==> src/rtl/snn_readout_pkg.sv <==
// snn_readout_pkg
//   Shared defaults and state encodings for the spike-rate readout block.
//   DEF_NUM_NEURONS : number of output neurons counted
//   DEF_CNT_W       : per-neuron spike counter width
//   DEF_WIN_W       : window-length register width
//   IDX_W           : neuron index width for the default neuron count
//   acc_state_e     : accumulator FSM (IDLE, ACCUM)
//   drn_state_e     : drain FSM (EMPTY, DRAIN)
package snn_readout_pkg;

  localparam int DEF_NUM_NEURONS = 8;
  localparam int DEF_CNT_W       = 8;
  localparam int DEF_WIN_W       = 8;
  localparam int IDX_W           = $clog2(DEF_NUM_NEURONS);

  typedef enum logic {
    ACC_IDLE  = 1'b0,
    ACC_ACCUM = 1'b1
  } acc_state_e;

  typedef enum logic {
    DRN_EMPTY = 1'b0,
    DRN_DRAIN = 1'b1
  } drn_state_e;

endpackage

==> src/rtl/sat_counter.sv <==
// sat_counter
//   One per-neuron spike counter with increment and synchronous clear.
//   With SPIKE_RATE_OVERFLOW_EN defined the count saturates at 2^CNT_W-1 and
//   sat_hit_o flags an increment attempted at the maximum; otherwise it wraps.
// Ports:
//   system_clock   in   clock
//   sys_clk_reset  in   asynchronous active-high reset
//   clr_i          in   clear count (wins over the increment for the register)
//   inc_i          in   add one this cycle
//   next_o         out  count after this cycle's increment, before any clear
//   sat_hit_o      out  increment attempted at max (SPIKE_RATE_OVERFLOW_EN only)
module sat_counter #(
  parameter int CNT_W = 8
) (
  input  logic             system_clock,
  input  logic             sys_clk_reset,
  input  logic             clr_i,
  input  logic             inc_i,
  output logic [CNT_W-1:0] next_o
`ifdef SPIKE_RATE_OVERFLOW_EN
  ,
  output logic             sat_hit_o
`endif
);

  logic [CNT_W-1:0] cnt_q;
  logic [CNT_W-1:0] cnt_d;

`ifdef SPIKE_RATE_OVERFLOW_EN
  logic at_max;
  assign at_max    = &cnt_q;
  assign sat_hit_o = inc_i && at_max;
  assign next_o    = (inc_i && !at_max) ? cnt_q + CNT_W'(1) : cnt_q;
`else
  assign next_o    = cnt_q + {{(CNT_W-1){1'b0}}, inc_i};
`endif

  // next_o is still exported on a clear so the parent can snapshot the
  // final value of a window in the same cycle the counter restarts.
  assign cnt_d = clr_i ? '0 : next_o;

  always_ff @(posedge system_clock or posedge sys_clk_reset) begin
    if (sys_clk_reset) begin
      cnt_q <= '0;
    end else begin
      cnt_q <= cnt_d;
    end
  end

endmodule

==> src/rtl/spike_rate_readout.sv <==
// spike_rate_readout
//   Counts layer-2 output spikes per neuron over a window of SNN steps,
//   snapshots the counts into a shadow bank at window end and drains them one
//   neuron at a time over a valid/ack handshake.
//   Optional macro: SPIKE_RATE_OVERFLOW_EN (saturating counters + overflow flag).
// Ports:
//   system_clock   in   clock
//   sys_clk_reset  in   asynchronous active-high reset
//   enable         in   accumulation enable
//   window_len     in   steps per window, 0 means 2^WIN_W
//   spikes_valid   in   one-cycle strobe per SNN step
//   spikes_in      in   spike vector qualified by spikes_valid
//   rd_ack         in   consumer accepts current cnt_data
//   cnt_valid      out  cnt_data/cnt_idx valid
//   cnt_data       out  count of neuron cnt_idx
//   cnt_idx        out  neuron index
//   window_done    out  one-cycle pulse after the last neuron is acked
//   overrun        out  sticky: window ended while a drain was in progress
//   overflow       out  sticky: a counter saturated (macro builds only)
module spike_rate_readout
  import snn_readout_pkg::*;
#(
  parameter int NUM_NEURONS = DEF_NUM_NEURONS,
  parameter int CNT_W       = DEF_CNT_W,
  parameter int WIN_W       = DEF_WIN_W
) (
  input  logic                           system_clock,
  input  logic                           sys_clk_reset,
  input  logic                           enable,
  input  logic [WIN_W-1:0]               window_len,
  input  logic                           spikes_valid,
  input  logic [NUM_NEURONS-1:0]         spikes_in,
  input  logic                           rd_ack,
  output logic                           cnt_valid,
  output logic [CNT_W-1:0]               cnt_data,
  output logic [$clog2(NUM_NEURONS)-1:0] cnt_idx,
  output logic                           window_done,
  output logic                           overrun,
  output logic                           overflow
);

  localparam int IDX_BITS = $clog2(NUM_NEURONS);

  acc_state_e             acc_q, acc_d;
  drn_state_e             drn_q, drn_d;
  logic [WIN_W-1:0]       step_q, step_d;
  logic [WIN_W-1:0]       last_step;
  logic                   accum_step;
  logic                   win_end;
  logic                   cnt_clr;
  logic [NUM_NEURONS-1:0] cnt_inc;
  logic [CNT_W-1:0]       cnt_next [NUM_NEURONS];
  logic [CNT_W-1:0]       shadow_q [NUM_NEURONS];
  logic [IDX_BITS-1:0]    idx_q, idx_d, idx_inc;
  logic                   idx_last;
  logic [CNT_W-1:0]       data_q, data_d;
  logic                   done_q, done_d;
  logic                   overrun_q, overrun_d;
  logic                   snap_load;

`ifdef SPIKE_RATE_OVERFLOW_EN
  logic [NUM_NEURONS-1:0] sat_hit;
  logic                   overflow_q;
`endif

  // A step only counts while already in ACCUM with enable still high; the
  // cycle enable drops is the one that leaves ACCUM and its strobe is ignored.
  assign accum_step = (acc_q == ACC_ACCUM) && enable && spikes_valid;
  // window_len of 0 wraps to all-ones, giving a 2^WIN_W step window.
  assign last_step  = window_len - WIN_W'(1);
  assign win_end    = accum_step && (step_q == last_step);
  assign cnt_clr    = (acc_q != ACC_ACCUM) || !enable || win_end;
  assign cnt_inc    = accum_step ? spikes_in : '0;

  for (genvar gi = 0; gi < NUM_NEURONS; gi++) begin : g_cnt
    sat_counter #(
      .CNT_W(CNT_W)
    ) u_cnt (
      .system_clock (system_clock),
      .sys_clk_reset(sys_clk_reset),
      .clr_i        (cnt_clr),
      .inc_i        (cnt_inc[gi]),
      .next_o       (cnt_next[gi])
`ifdef SPIKE_RATE_OVERFLOW_EN
      ,
      .sat_hit_o    (sat_hit[gi])
`endif
    );
  end

  // Accumulator next state.
  always_comb begin
    acc_d  = acc_q;
    step_d = step_q;
    case (acc_q)
      ACC_IDLE: begin
        step_d = '0;
        if (enable) acc_d = ACC_ACCUM;
      end
      ACC_ACCUM: begin
        if (!enable) begin
          acc_d  = ACC_IDLE;
          step_d = '0;
        end else if (win_end) begin
          step_d = '0;
        end else if (spikes_valid) begin
          step_d = step_q + WIN_W'(1);
        end
      end
      default: begin
        acc_d  = ACC_IDLE;
        step_d = '0;
      end
    endcase
  end

  assign idx_inc  = idx_q + IDX_BITS'(1);
  assign idx_last = (idx_q == IDX_BITS'(NUM_NEURONS - 1));

  // Drain next state. cnt_data is registered and preloaded with the next
  // shadow entry on each ack so rd_ack never reaches the outputs combinationally.
  always_comb begin
    drn_d     = drn_q;
    idx_d     = idx_q;
    data_d    = data_q;
    done_d    = 1'b0;
    snap_load = 1'b0;
    overrun_d = overrun_q | (win_end && (drn_q == DRN_DRAIN));
    case (drn_q)
      DRN_EMPTY: begin
        if (win_end) begin
          snap_load = 1'b1;
          drn_d     = DRN_DRAIN;
          idx_d     = '0;
          data_d    = cnt_next[0];
        end
      end
      DRN_DRAIN: begin
        if (rd_ack) begin
          if (idx_last) begin
            drn_d  = DRN_EMPTY;
            idx_d  = '0;
            data_d = '0;
            done_d = 1'b1;
          end else begin
            idx_d  = idx_inc;
            data_d = shadow_q[idx_inc];
          end
        end
      end
      default: begin
        drn_d  = DRN_EMPTY;
        idx_d  = '0;
        data_d = '0;
      end
    endcase
  end

  always_ff @(posedge system_clock or posedge sys_clk_reset) begin
    if (sys_clk_reset) begin
      acc_q     <= ACC_IDLE;
      step_q    <= '0;
      drn_q     <= DRN_EMPTY;
      idx_q     <= '0;
      data_q    <= '0;
      done_q    <= 1'b0;
      overrun_q <= 1'b0;
    end else begin
      acc_q     <= acc_d;
      step_q    <= step_d;
      drn_q     <= drn_d;
      idx_q     <= idx_d;
      data_q    <= data_d;
      done_q    <= done_d;
      overrun_q <= overrun_d;
    end
  end

  // Shadow bank takes all neurons in parallel, so it stays in flops.
  always_ff @(posedge system_clock or posedge sys_clk_reset) begin
    if (sys_clk_reset) begin
      for (int i = 0; i < NUM_NEURONS; i++) shadow_q[i] <= '0;
    end else if (snap_load) begin
      for (int i = 0; i < NUM_NEURONS; i++) shadow_q[i] <= cnt_next[i];
    end
  end

`ifdef SPIKE_RATE_OVERFLOW_EN
  always_ff @(posedge system_clock or posedge sys_clk_reset) begin
    if (sys_clk_reset) begin
      overflow_q <= 1'b0;
    end else begin
      overflow_q <= overflow_q | (|sat_hit);
    end
  end
  assign overflow = overflow_q;
`else
  assign overflow = 1'b0;
`endif

  assign cnt_valid   = (drn_q == DRN_DRAIN);
  assign cnt_idx     = idx_q;
  assign cnt_data    = data_q;
  assign window_done = done_q;
  assign overrun     = overrun_q;

endmodule

==> config.mk <==
export PLATFORM = sky130hd
export DESIGN_NAME = spike_rate_readout
export DESIGN_NICKNAME = d
export VERILOG_FILES = /design/src/rtl/snn_readout_pkg.sv /design/src/rtl/sat_counter.sv /design/src/rtl/spike_rate_readout.sv
export SDC_FILE = /design/constraint.sdc
export NUM_CORES = 1
export LEC_CHECK = 0
export CORE_ASPECT_RATIO = 0.9
export CORE_MARGIN = 8
export CORE_UTILIZATION = 39
export CTS_BUF_LIST = sky130_fd_sc_hd__clkbuf_8
export DETAILED_ROUTE_END_ITERATION = 10
export PLACE_DENSITY = 0.57
export RECOVER_POWER = 100
export SYNTH_ARGS = -nofsm -noshare
export SYNTH_HDL_FRONTEND = slang
export SYNTH_SLANG_ARGS = --single-unit
==> constraint.sdc <==
create_clock -name system_clock -period 6.4 [get_ports system_clock]
set_input_delay 0.96 -clock system_clock [delete_from_list [all_inputs] [get_ports system_clock]]
set_output_delay 0.96 -clock system_clock [all_outputs]
set_load 0.02 [all_outputs]
* Word level (Yosys, flattened, before mapping)
Cells that the tools add are included.
** Cells by class
- $add $sub $neg :: 11
- Order comparisons :: 1
- Equality and inequality tests :: 5
- Mux-type cells :: 33
- Bitwise gates (word level) :: 4
- Reduce and logical (&&, ||, !) cells :: 8
** Operator list (number)
- two-way mux 8 bit :: 17
- adder 8 x 1 -> 8 bit :: 8
- case mux 8 bit (2 select lines) :: 2
- binary-select mux 8 bit (select 3 bit) :: 1
- two-way mux 3 bit :: 3
- adder 8 x 1 -> 8 bit, second input constant :: 1
- == test 8 bit :: 1
- two-way mux 1 bit :: 8
- subtractor 8 x 1 -> 8 bit, second input constant :: 1
- case mux 3 bit (2 select lines) :: 1
- greater-or-equal comparator 4 bit, second input constant :: 1
- logical AND 1 bit :: 4
- != test 2 bit, second input constant :: 2
- != test 4 x 3 -> 1 bit, second input constant :: 1
- inverter 3 -> 4 bit :: 1
- adder 3 x 1 -> 3 bit, second input constant :: 1
- == test 3 bit, second input constant :: 1
- logical OR 1 bit :: 2
- inverter 1 bit :: 2
- case mux 1 bit (2 select lines) :: 1
- AND reduction 2 bit :: 1
- zero test 1 bit :: 1
- bitwise OR 1 bit :: 1
** Word-level totals
- Register bits :: 151
- Bits of input ports :: 21
- Output and inout port bits :: 15
- Logic and storage cells :: 85

* Depth between registers and ports, before layout
- Word-level depth :: 8
- Depth in mapped cells :: 11
- Depth with buffers taken out :: 9

* Cells and area by module
A second synthesis with hierarchy kept.
** Second synthesis, totals
- Cell total of the unflattened synthesis :: 635
- Area, all modules :: 7562.3 sq um
** Modules (own cells, without submodules)
- spike_rate_readout :: times used 1, cells each 315, area an instance 4259.1 sq um, sequential area each 2177.1 sq um
- sat_counter :: times used 8, cells each 40, area an instance 412.9 sq um, sequential area each 200.2 sq um

* Worst setup path after synthesis
OpenSTA, ideal clock, no wires.
- Kind :: input -> register
- Start point :: input port window_len[0]
- End point :: register shadow_q[16] (netlist bit)
- Library setup time :: 0.125 ns
- Arrival :: 2.693 ns
- Setup slack :: 3.581 ns
- Cell stages on the path :: 9
- Cells stage by stage :: inv_1 ha_1 xnor3_1 nor4b_2 o2111ai_1 or3_1 buf_6 buf_6 mux2_4
** Between the ends
- Cells in the longest elaborated chain, start to end :: 5
** RTL lines
- start, declared :: line spike_rate_readout.sv:30 : input logic [WIN_W-1:0] window_len,
- subtractor 8 x 1 -> 8 bit :: line spike_rate_readout.sv:70 : assign last_step = window_len - WIN_W'(1);
- == test 8 bit :: line spike_rate_readout.sv:71 : assign win_end = accum_step && (step_q == last_step);
- logical AND 1 bit :: line spike_rate_readout.sv:71
- two-way mux 1 bit :: line spike_rate_readout.sv:131 : if (win_end) begin
- two-way mux 1 bit :: line spike_rate_readout.sv:129 : case (drn_q)
- end, declared :: line spike_rate_readout.sv:53 : logic [CNT_W-1:0] shadow_q [NUM_NEURONS];
Every way passes these cells.
A chain may end at the register's enable or synchronous reset.

* Final worst setup path
- Start point :: input port window_len[0]
- End point :: register shadow_q[17] (netlist bit)
Same word-level chain as after synthesis.

==> results.md <==
Die:
- The die span in x is 158 um.
- The die outline area is 22700 um2.
- The total number of placement rows is 46.
- The initial core utilization is 0.399.
- The count of pins on the block boundary is 36.
- The placeable core region is 17700 um2.
- The floorplan step set the die height to 144 um.

Timing:
- The setup clock skew after layout is 10.7 ps.
- Static timing analysis puts the maximum clock frequency at 219 MHz.
- Headroom to the max-slew limit came out at -0.753.
- Hold is met by 472 ps.
- The final max-slew violation count is 191.
- Setup repair after global routing left no endpoint under its margin.
- At the pin with the least slew margin, the transition time is 2630 ps.
- The final total negative setup slack is 0 ps.
- Setup violations remaining at the end of the flow were counted as 0.
- The ratio of final minimum period to clock period is 0.713.
- The clock period minus final worst setup slack is 4570 ps.
- The final hold violation count came to 0.

Layout:
- The antenna diode count is 0.
- The finished cells cover 7990 um2.
- The fraction of layout instances using a drive strength above 1 is 0.0808.
- From synthesis to final layout, the design area changed by 12.9%.
- The layout net count is 709.
- The final cell count without fillers is 921.

Synthesis:
- The post-synthesis sequential element count is 151.
- Of the synthesized area, sequential elements account for 0.534.
- The most repeated cell in the gate-level netlist after synthesis is sky130_fd_sc_hd__dfrtp_1.
- Ranked by total cell area, the synthesized netlist is headed by sky130_fd_sc_hd__dfrtp_1, sky130_fd_sc_hd__mux4_2, sky130_fd_sc_hd__xor2_1.
- Counting flops with an async set or reset pin after synthesis yields a share of 1.00.
- The share of the synthesized area in the top cell type is 0.534.
- The most frequently used flop master after synthesis is sky130_fd_sc_hd__dfrtp_1.
- The synthesized netlist net count is 681.
- Summing every instance area after synthesis gives 7080 um2.
- The instance count of the mapped netlist is 640.
- The number of different library cells used by synthesis comes to 42.
- The largest total area in the synthesized netlist belongs to sky130_fd_sc_hd__dfrtp_1.
- The commonest cells after synthesis are sky130_fd_sc_hd__dfrtp_1, sky130_fd_sc_hd__nor2_1, sky130_fd_sc_hd__nand2_1.
- The per-instance average area after synthesis is 11.1 um2.
- The count of flip-flops with a built-in enable after synthesis is 0.
- The total of warnings raised by yosys is 0.

Clock network:
- The number of buffers inserted to repair setup after CTS is 0.
- The clock tree from TritonCTS is done.
- The register clock-pin slew on the reported worst setup and hold paths is 90 ps.
- The post-cts gate resize count is 0.
- The cell at the root of the clock tree is sky130_fd_sc_hd__clkbuf_8.
- Buffers inserted to repair hold after CTS numbered 0.
- The H-tree depth is 4.
- The insertion delay of the later-clocked pin in the worst-skew pair is 440 ps.
- The buffer depth of the longest clock path is 2.
- Counting every sink on the clock net gives 151.
- The clock buffer count from CTS is 17.

Power and ir drop:
- The internal power of the cells totals 1.61 mW.
- The relative contribution of combinational cells to total power is 0.099.
- The switching power of the nets is 492 uW.
- The switching fraction of total power is 0.234.
- The proportion of power drawn by the clock network is 0.439.
- After layout, the design draws a total of 2.10 mW.
- In this run the power density over the cells is 263 nW/um2.
- The sequential group share of total power is 0.462.
- Summed over all cells, the static leakage comes to 3.68 nW.
- The maximum ir drop on the vdd rail is 0.148 mV.

Outcome:
- The flow ran to the end, but the final reports show violations.
- The final reports fail on capacitance limit, slew limit.

Critical path:
- By startpoint and endpoint, the worst setup path is classified as primary input to flip-flop.
- The critical path contains buffers and inverters numbering 3 combined.
- The data arrival time of the critical path is 4890 ps.
- The category of the worst setup path capture point is a flip-flop.
- For this design, the slowest cell found on the critical path is sky130_fd_sc_hd__or3_1.
- The maximum fanout encountered on the critical timing path is 61.
- On the worst path, the slowest cell contributes a delay of 1380 ps.
- The data required time of the critical path is 6720 ps.
- The kind of launch point of the worst setup path is a primary input.
- Broken down by cell family, the worst path's largest delay share belongs to simple AND/OR/NAND/NOR gates.
- The critical path goes through dlygate4sd3_1 -> inv_1 -> ha_1 -> xnor3_1 -> nor4b_1 -> o2111ai_1 -> or3_1 -> buf_4 -> mux2_1.

Placement:
- Detailed placement finished with a half-perimeter wire length of 10.5 mm.
- The total placed cells including tap cells is 889.
- The number of buffers added on ports is 34.
- The final estimated routing congestion in global placement is 0.807.
- The post-detailed-placement cell area is 7560 um2.

Routing:
- The aggregate routed wire length is 15.0 mm.
- The routed layout has 4578 vias.
- The first routing iteration left 227 violations.
- The number of nets with antenna violations after routing is 0.
- The remaining design rule violation count is 0.
- Before antenna repair, the detailed router went through 5 iterations.
- Dividing the detail-routed wire length by the instance count gives 16.3 um.
- The detailed-route vias per instance is 4.97.

Worst hold path:
- The path class of the tightest hold or removal check is flip-flop to flip-flop.

Global routing:
- The initial antenna violation count came to 0.
- The first-pass GRT wire length is 25.3 mm.
- The via count of the first global-routing pass is 4621.
- The sum of overflow across all layers after global routing is 0.
- The global-route usage over all layers is 0.145.
- The maximum number of pins on one net before global-route repair is 103.

Run:
- Max-cap violations in this run came to 4.
-- per-layer routing --
layer / track usage / vias to the layer above / wire length (um)
met5: 0 / - / 0
li1: - / 2229 / -
met3: 0.0411 / 7 / 1030
met4: 0.0377 / 0 / 99
met2: 0.205 / 90 / 6370
met1: 0.213 / 2252 / 7540
-- power groups by stage --
stage | clock network [mW] | registers, mW | logic, mW
global placement | 0 | 0.990 | 0.215
floorplan | 0 | 0.999 | 0.138
CTS | 0.946 | 0.971 | 0.219
detailed placement | 0 | 0.990 | 0.219
finish | 0.922 | 0.971 | 0.208
global route | 0.982 | 0.972 | 0.228
-- path summary, 6_finish.rpt --
kind                                  startpoint                                 to  slack [ps]  cells after the start
setup / recovery                   window_len[0]           shadow_q[17]$_DFFE_PP0P_        1830                      9
hold / removal                 overrun$_DFF_PP0_                  overrun$_DFF_PP0_         470                      1
setup reg to reg           step_q[2]$_DFFE_PP0P_           shadow_q[17]$_DFFE_PP0P_        2830                      6
hold reg to reg                overrun$_DFF_PP0_                  overrun$_DFF_PP0_         470                      1
max in group asynchronous          sys_clk_reset  g_cnt[3].u_cnt.cnt_q[0]$_DFF_PP0_        2180                      3
min in group asynchronous          sys_clk_reset  g_cnt[0].u_cnt.cnt_q[0]$_DFF_PP0_        1210                      2
-- area by class of cell --
type                    instances  area [um2]
clock buffers                  19         262
clock inverters                13         248
fillers                      1683        9740
inverters                       9        38.8
multi-input cells             450        3000
flip-flops and latches        151        3780
well taps                     240         300
repair buffers                 39         367
-- through the flow --
stage               utilization  setup slack (ps)
floorplan                     -              1380
global placement          0.427              2470
detailed placement        0.427              2370
CTS                       0.455              2850
global route              0.451              1530
finish                    0.451              1830
-- registers in the layout, indices dropped and copies added, names as in the netlist --
signal,cells
window_done,1
cnt_idx,3
acc_q,1
cnt_valid,1
step_q,8
overrun,1
g_cnt.u_cnt.cnt_q,64
shadow_q,64
cnt_data,8
-- layout by cell type (no fill, tap or decap), types with 2 or more instances in the layout --
cell / instances
sky130_fd_sc_hd__dfrtp_1: 151
sky130_fd_sc_hd__nor2_1: 80
sky130_fd_sc_hd__nand2_1: 75
sky130_fd_sc_hd__o21ai_0: 47
sky130_fd_sc_hd__nand3_1: 39
sky130_fd_sc_hd__xor2_1: 35
sky130_fd_sc_hd__xnor2_1: 28
sky130_fd_sc_hd__ha_1: 20
sky130_fd_sc_hd__clkbuf_8: 19
sky130_fd_sc_hd__and3_1: 17
sky130_fd_sc_hd__clkdlybuf4s50_1: 17
sky130_fd_sc_hd__dlygate4sd3_1: 17
sky130_fd_sc_hd__mux4_2: 16
sky130_fd_sc_hd__mux2_1: 14
sky130_fd_sc_hd__and2_1: 12
sky130_fd_sc_hd__and2_0: 10
sky130_fd_sc_hd__inv_1: 8
sky130_fd_sc_hd__mux2i_1: 8
sky130_fd_sc_hd__bufinv_16: 7
sky130_fd_sc_hd__a31oi_1: 6
sky130_fd_sc_hd__nor3_1: 5
sky130_fd_sc_hd__a21oi_1: 5
sky130_fd_sc_hd__o211ai_1: 5
sky130_fd_sc_hd__or2_0: 4
sky130_fd_sc_hd__clkinv_2: 4
sky130_fd_sc_hd__clkbuf_1: 3
sky130_fd_sc_hd__nand4_1: 2
sky130_fd_sc_hd__nand2b_1: 2
sky130_fd_sc_hd__o2111ai_1: 2
sky130_fd_sc_hd__or2_2: 2
sky130_fd_sc_hd__inv_6: 2
sky130_fd_sc_hd__o21ai_1: 2
sky130_fd_sc_hd__o22a_1: 2
sky130_fd_sc_hd__buf_4: 2
-- cell families (layout without fill, tap and decap cells) --
kind of cell	after synthesis	after routing	share of synthesized area
and+or+nand+nor	254	254	0.165
DFF	151	151	0.534
AOI/OAI and AO/OA	73	73	0.0583
xor gates and xnor gates	64	64	0.0812
buffers and inverters	39	80	0.0334
muxes	38	38	0.0919
adders and majority gates	20	20	0.0354
other	1	1	0.000530
Power figures use the tool's default switching activity.
==> variant 1, RTL diff (config.mk and constraints unchanged) <==
Put one more register stage on the output `cnt_data`, with the module's reset. The value now appears one clock later. The other outputs are not delayed to match. Comments in the files are not updated.
--- a/src/rtl/spike_rate_readout.sv
+++ b/src/rtl/spike_rate_readout.sv
@@ -200,7 +200,13 @@
 
   assign cnt_valid   = (drn_q == DRN_DRAIN);
   assign cnt_idx     = idx_q;
-  assign cnt_data    = data_q;
+  always_ff @(posedge system_clock or posedge sys_clk_reset) begin
+    if (sys_clk_reset) begin
+      cnt_data <= '0;
+    end else begin
+      cnt_data <= data_q;
+    end
+  end
   assign window_done = done_q;
   assign overrun     = overrun_q;
 
Function: changed (a bounded check fails within 4 cycles, from zero or initial values and one cycle with sys_clk_reset high).
==> variant 1 against the original RTL <==
  * Critical endpoint is now g_cnt[7].u_cnt.cnt_q[6]
  * The run still ends with max-capacitance violations, max-slew violations left
  * Area after synthesis grew 5.7%
  * Cell count grew 1.5%
  * Clock skew shrank 0.0013 ns
  * Setup slack lost 0.26 ns
  * Cell area grew 5.2%
  * Sequential cell count grew 8
  * Wire length grew 3.7%
Power is not compared: it rests on default switching activity, and its combinational part moved more than twofold at a synthesized area within 25%.
==> variant 1: results (changes against the original RTL) <==
stage;metric;value;unit;change
hold_path;hold path endpoint;cnt_data[0];;
synth;async set-or-reset flop fraction in the synthesized netlist;100;%;unchanged
cells_and_area;fill cell total of the finished layout;1789;;+6.3%
global_routing;total global-route track usage;14.1;%;-0.45 points
clock_tree;clock latency on the worst-skew pair;0.45;ns;
critical_path;capturing point of the worst reg2reg path;g_cnt[7].u_cnt.cnt_q[6];;
detailed_routing;number of search-and-repair iterations in the first detailed-routing pass;4;;-1
place;global placer's final weighted congestion;0.827;;+2.5%
critical_path;Worst Reg-to-Reg Cells;6;;unchanged
synth;synthesized area per cell;11.7;sq um;+5.7%
sta;number of pins exceeding their max-slew limit in the final report;216;;+13%
global_routing;wire length of the first global-routing pass;26.5;mm;+4.7%
cells_and_area;share of cells above drive strength 1;9.05;%;+0.97 points
pwr;relative contribution of the clock network to total power;32.6;%;
global_routing;pin count of the biggest net entering global routing;84;;-18%
sta;post-route clock skew;0.00942;ns;-0.00131 ns
detailed_routing;average wire per standard cell;16.7;microns;+2.1%
synth;cell types with the highest counts after synthesis;sky130_fd_sc_hd__dfrtp_1 (159), sky130_fd_sc_hd__nor2_1 (76), sky130_fd_sc_hd__inv_1 (59), sky130_fd_sc_hd__mux2i_1 (46), sky130_fd_sc_hd__xor2_1 (37);;
detailed_routing;DRT iter0 DRCs;237;;+4.4%
critical_path;arrival time of data at the critical path endpoint;5.13;ns;+0.24 ns
synth;leading post-synthesis cells by cell area;sky130_fd_sc_hd__dfrtp_1 (53%), sky130_fd_sc_hd__mux2i_1 (6.2%), sky130_fd_sc_hd__mux4_2 (4.8%), sky130_fd_sc_hd__xor2_1 (4.3%), sky130_fd_sc_hd__nor2_1 (3.8%);;
sta;worst-margin pin slew;3.71;ns;+1.08 ns
hold_path;Worst Hold Path Cells;0;;-1
place;detailed-placement wirelength estimate;10.9;mm;+4.0%
run_status;run status;finished, violations left;;
sta;worst hold slack after final layout;0.421;ns;-0.0514 ns
run_status;failing checks;max-capacitance violations, max-slew violations;;
place;Placed Instances;903;;+1.6%
clock_tree;Gates resized, CTS repair;0;;unchanged
cells_and_area;total number of nets in the final design;713;;+0.56%
hold_path;start point of the worst min-delay path;data_q[0];;
critical_path;crit path max-delay cell type;sky130_fd_sc_hd__a31o_1;;
place;DP Area;0.00802;sq mm;+6.0%
global_routing;number of global-route vias before repair;4957;;+7.3%
synth;count of unique library cells instantiated by Yosys;49;;+17%
critical_path;FF-to-FF setup slack;2.46;ns;-0.37 ns
cells_and_area;final instance count without filler cells;935;;+1.5%
pwr;Power Total;2.40;mW;
critical_path;slowest stage delay, CP;1.58;ns;+0.20 ns
job;total of max-cap violations;4;;unchanged
-- variant 1: critical path: cells and delay by family --
kind / cells / cell delay, ns
compound gates: 2 / 1.87
buf+inv: 3 / 1.45
simple gates: 2 / 0.56
fa+ha+maj: 1 / 0.25
-- variant 1: layout make-up --
type | count | share of cell area (%)
clock inverter | 15 | 2.22
sequential | 159 | 47.3
multi-input combinational | 397 | 37.0
timing repair buffer | 38 | 4.29
inverter | 59 | 2.65
clock buffer | 17 | 2.78
tap | 250 | 3.72
-- variant 1: worst max-delay path by stage --
stage / startpoint / endpoint / slack [ns]
after global placement: window_len[0] / shadow_q[5] / 2.28
after global routing: window_len[0] / g_cnt[7].u_cnt.cnt_q[6] / 1.22
after detailed placement: window_len[0] / g_cnt[7].u_cnt.cnt_q[6] / 2.15
final: window_len[0] / g_cnt[7].u_cnt.cnt_q[6] / 1.58
after floorplan: sys_clk_reset / acc_q / 1.15
after CTS: window_len[0] / g_cnt[7].u_cnt.cnt_q[6] / 2.66
-- variant 1: logic make-up after synthesis --
kind of cell | synth area share (%)
XOR/XNOR | 7.26
AO/OA/AOI/OAI | 4.01
flip-flops | 53.2
other | 0.0501
AND/OR/NAND/NOR | 12.1
multiplexers | 15.0
buffers and inverters | 4.98
adder cells (fa/ha/maj) | 3.35
-- variant 1: layer usage --
| layer | vias to the layer above | track usage (%) | wire, microns | share of wire, % |
|---|---|---|---|---|
| met4 | 0 | 5.00 | 218 | 1.4 |
| met2 | 70 | 21.5 | 7130 | 46 |
| met5 | - | 0 | 0 | 0 |
| li1 | 2230 | - | - | - |
| met1 | 2338 | 19.4 | 7700 | 49 |
| met3 | 17 | 3.00 | 537 | 3.4 |
==> variant 2, RTL diff (same settings) <==
Made on the original files. Add a define of `SPIKE_RATE_OVERFLOW_EN`.
--- a/src/rtl/sat_counter.sv
+++ b/src/rtl/sat_counter.sv
@@ -9,6 +9,8 @@
 //   inc_i          in   add one this cycle
 //   next_o         out  count after this cycle's increment, before any clear
 //   sat_hit_o      out  increment attempted at max (SPIKE_RATE_OVERFLOW_EN only)
+`define SPIKE_RATE_OVERFLOW_EN
+
 module sat_counter #(
   parameter int CNT_W = 8
 ) (
Formal check against the unedited RTL: same outputs for any inputs over 10 cycles, from zero or initial values and one cycle with sys_clk_reset high; that may be too few to reach the edited logic, so the function may still have changed.
==> variant 2 against the original RTL <==
  * The flow still finishes with violations (max-capacitance violations, max-slew violations)
  * Total power grew 1.6%
  * Clock skew is 0.0038 ns lower
  * Non-clock buffer count rose by 1
  * Setup slack got worse by 0.082 ns
  * Register-to-register slack gained 0.03 ns
  * Sequential cell count is 1 higher
  * Sequential power is 2.3% higher
  * Area after synthesis increased by 1.6%
  * Cell area rose by 2.2%
  * Synthesized cell count grew 8.8%
  * Clock power shrank 13%
  * Combinational power increased by 61%
  * Wire length increased by 9.4%
  * Critical path type unchanged
  * Largest cell class unchanged
==> variant 2: results (changes against the original RTL) <==
stage;metric;value;unit;change
synth;adder-cell share of the synthesized area;2.09;%;-1.4 points
sta;Tmin final;4.65;ns;+0.0821 ns
critical_path;R2R Path Start;acc_q;;
detailed_routing;DRT iter0 DRCs;291;;+28%
critical_path;crit path max-delay cell type;sky130_fd_sc_hd__clkbuf_1;;
detailed_routing;total vias in the final route;5048;;+10%
cells_and_area;share of cells above drive strength 1;7.20;%;-0.88 points
synth;xor-xnor portion of the synthesized cell area;8.28;%;+0.17 points
detailed_routing;average wire per standard cell;16.8;microns;+2.7%
place;Worst Setup Slack post-DPL;1.83;ns;-0.543 ns
critical_path;critical path endpoint;shadow_q[63];;
synth;cell types with the highest counts after synthesis;sky130_fd_sc_hd__dfrtp_1 (152), sky130_fd_sc_hd__nor2_1 (111), sky130_fd_sc_hd__nand2_1 (86), sky130_fd_sc_hd__o21ai_1 (60), sky130_fd_sc_hd__xnor2_1 (43);;
pwr;Power Combinational;0.335;mW;+61%
pwr;leakage dissipation;3.53;nW;-3.9%
global_routing;total global-route track usage;15.1;%;+0.53 points
critical_path;Crit Path Max Fanout;105;;+72%
global_routing;number of global-route vias before repair;5132;;+11%
pwr;net switching power;0.565;mW;+15%
critical_path;slowest stage delay, CP;0.98;ns;-0.40 ns
place;I/O Buffers;35;;+2.9%
global_routing;pin count of the biggest net entering global routing;106;;+2.9%
synth;count of unique library cells instantiated by Yosys;49;;+17%
hold_path;Worst Hold Path Cells;2;;+1
clock_tree;clk buf depth;2;;unchanged
critical_path;FF-to-FF setup slack;2.86;ns;+0.03 ns
critical_path;capturing point of the worst reg2reg path;g_cnt[2].u_cnt.cnt_q[7];;
job;total of max-cap violations;2;;-2
run_status;run status;finished, violations left;;
hold_path;start point of the worst min-delay path;shadow_q[0];;
critical_path;Worst Reg-to-Reg Cells;7;;+1
run_status;failing checks;max-capacitance violations, max-slew violations;;
pwr;Max rail drop VDD;0.187;mV;+26%
sta;worst max-slew margin expressed relative to the limit;-73.8;%;+1.6 points
critical_path;arrival time of data at the critical path endpoint;4.93;ns;+0.04 ns
synth;multiplexer fraction of the synthesized cell area;8.11;%;-1.1 points
synth;leading post-synthesis cells by cell area;sky130_fd_sc_hd__dfrtp_1 (53%), sky130_fd_sc_hd__nor2_1 (5.8%), sky130_fd_sc_hd__xnor2_1 (5.2%), sky130_fd_sc_hd__mux4_2 (5.0%), sky130_fd_sc_hd__nand2_1 (4.5%);;
place;detailed-placement wirelength estimate;11.8;mm;+13%
pwr;power of the sequential group;0.993;mW;+2.3%
synth;Post-Syn Nets;729;;+7.0%
sta;number of pins exceeding their max-slew limit in the final report;71;;-63%
detailed_routing;number of search-and-repair iterations in the first detailed-routing pass;4;;-1
place;global placer's final weighted congestion;0.832;;+3.2%
==> variant 2: final cells by class <==
class | count | area (sq um)
Fill cell | 1717 | 10100
Clock inverter | 10 | 149
Inverter | 12 | 50.0
Sequential cell | 152 | 3800
Clock buffer | 21 | 289
Tap cell | 245 | 307
Timing Repair Buffer | 40 | 377
Multi-Input combinational cell | 501 | 3190
==> variant 2: routing by layer <==
metal  global-route usage, %  vias up  share of wire [%]
met5                       0        -                  0
met4                    5.45        0               0.93
met3                    2.69       13                3.3
met2                    23.8       62                 46
met1                    20.5     2508                 50
li1                        -     2465                  -
==> variant 2: through the flow <==
step / instances / power [mW] / instance area, sq um / hold WS (ns)
2_1_floorplan: 696 / 1.25 / 7190 / 0.445
3_3_place_gp: 950 / 1.36 / 7750 / 0.461
3_5_place_dp: 950 / 1.37 / 7750 / 0.466
4_1_cts: 981 / 2.18 / 8190 / 0.484
5_1_grt: 981 / 2.22 / 8170 / 0.499
6_report: 981 / 2.13 / 8170 / 0.477
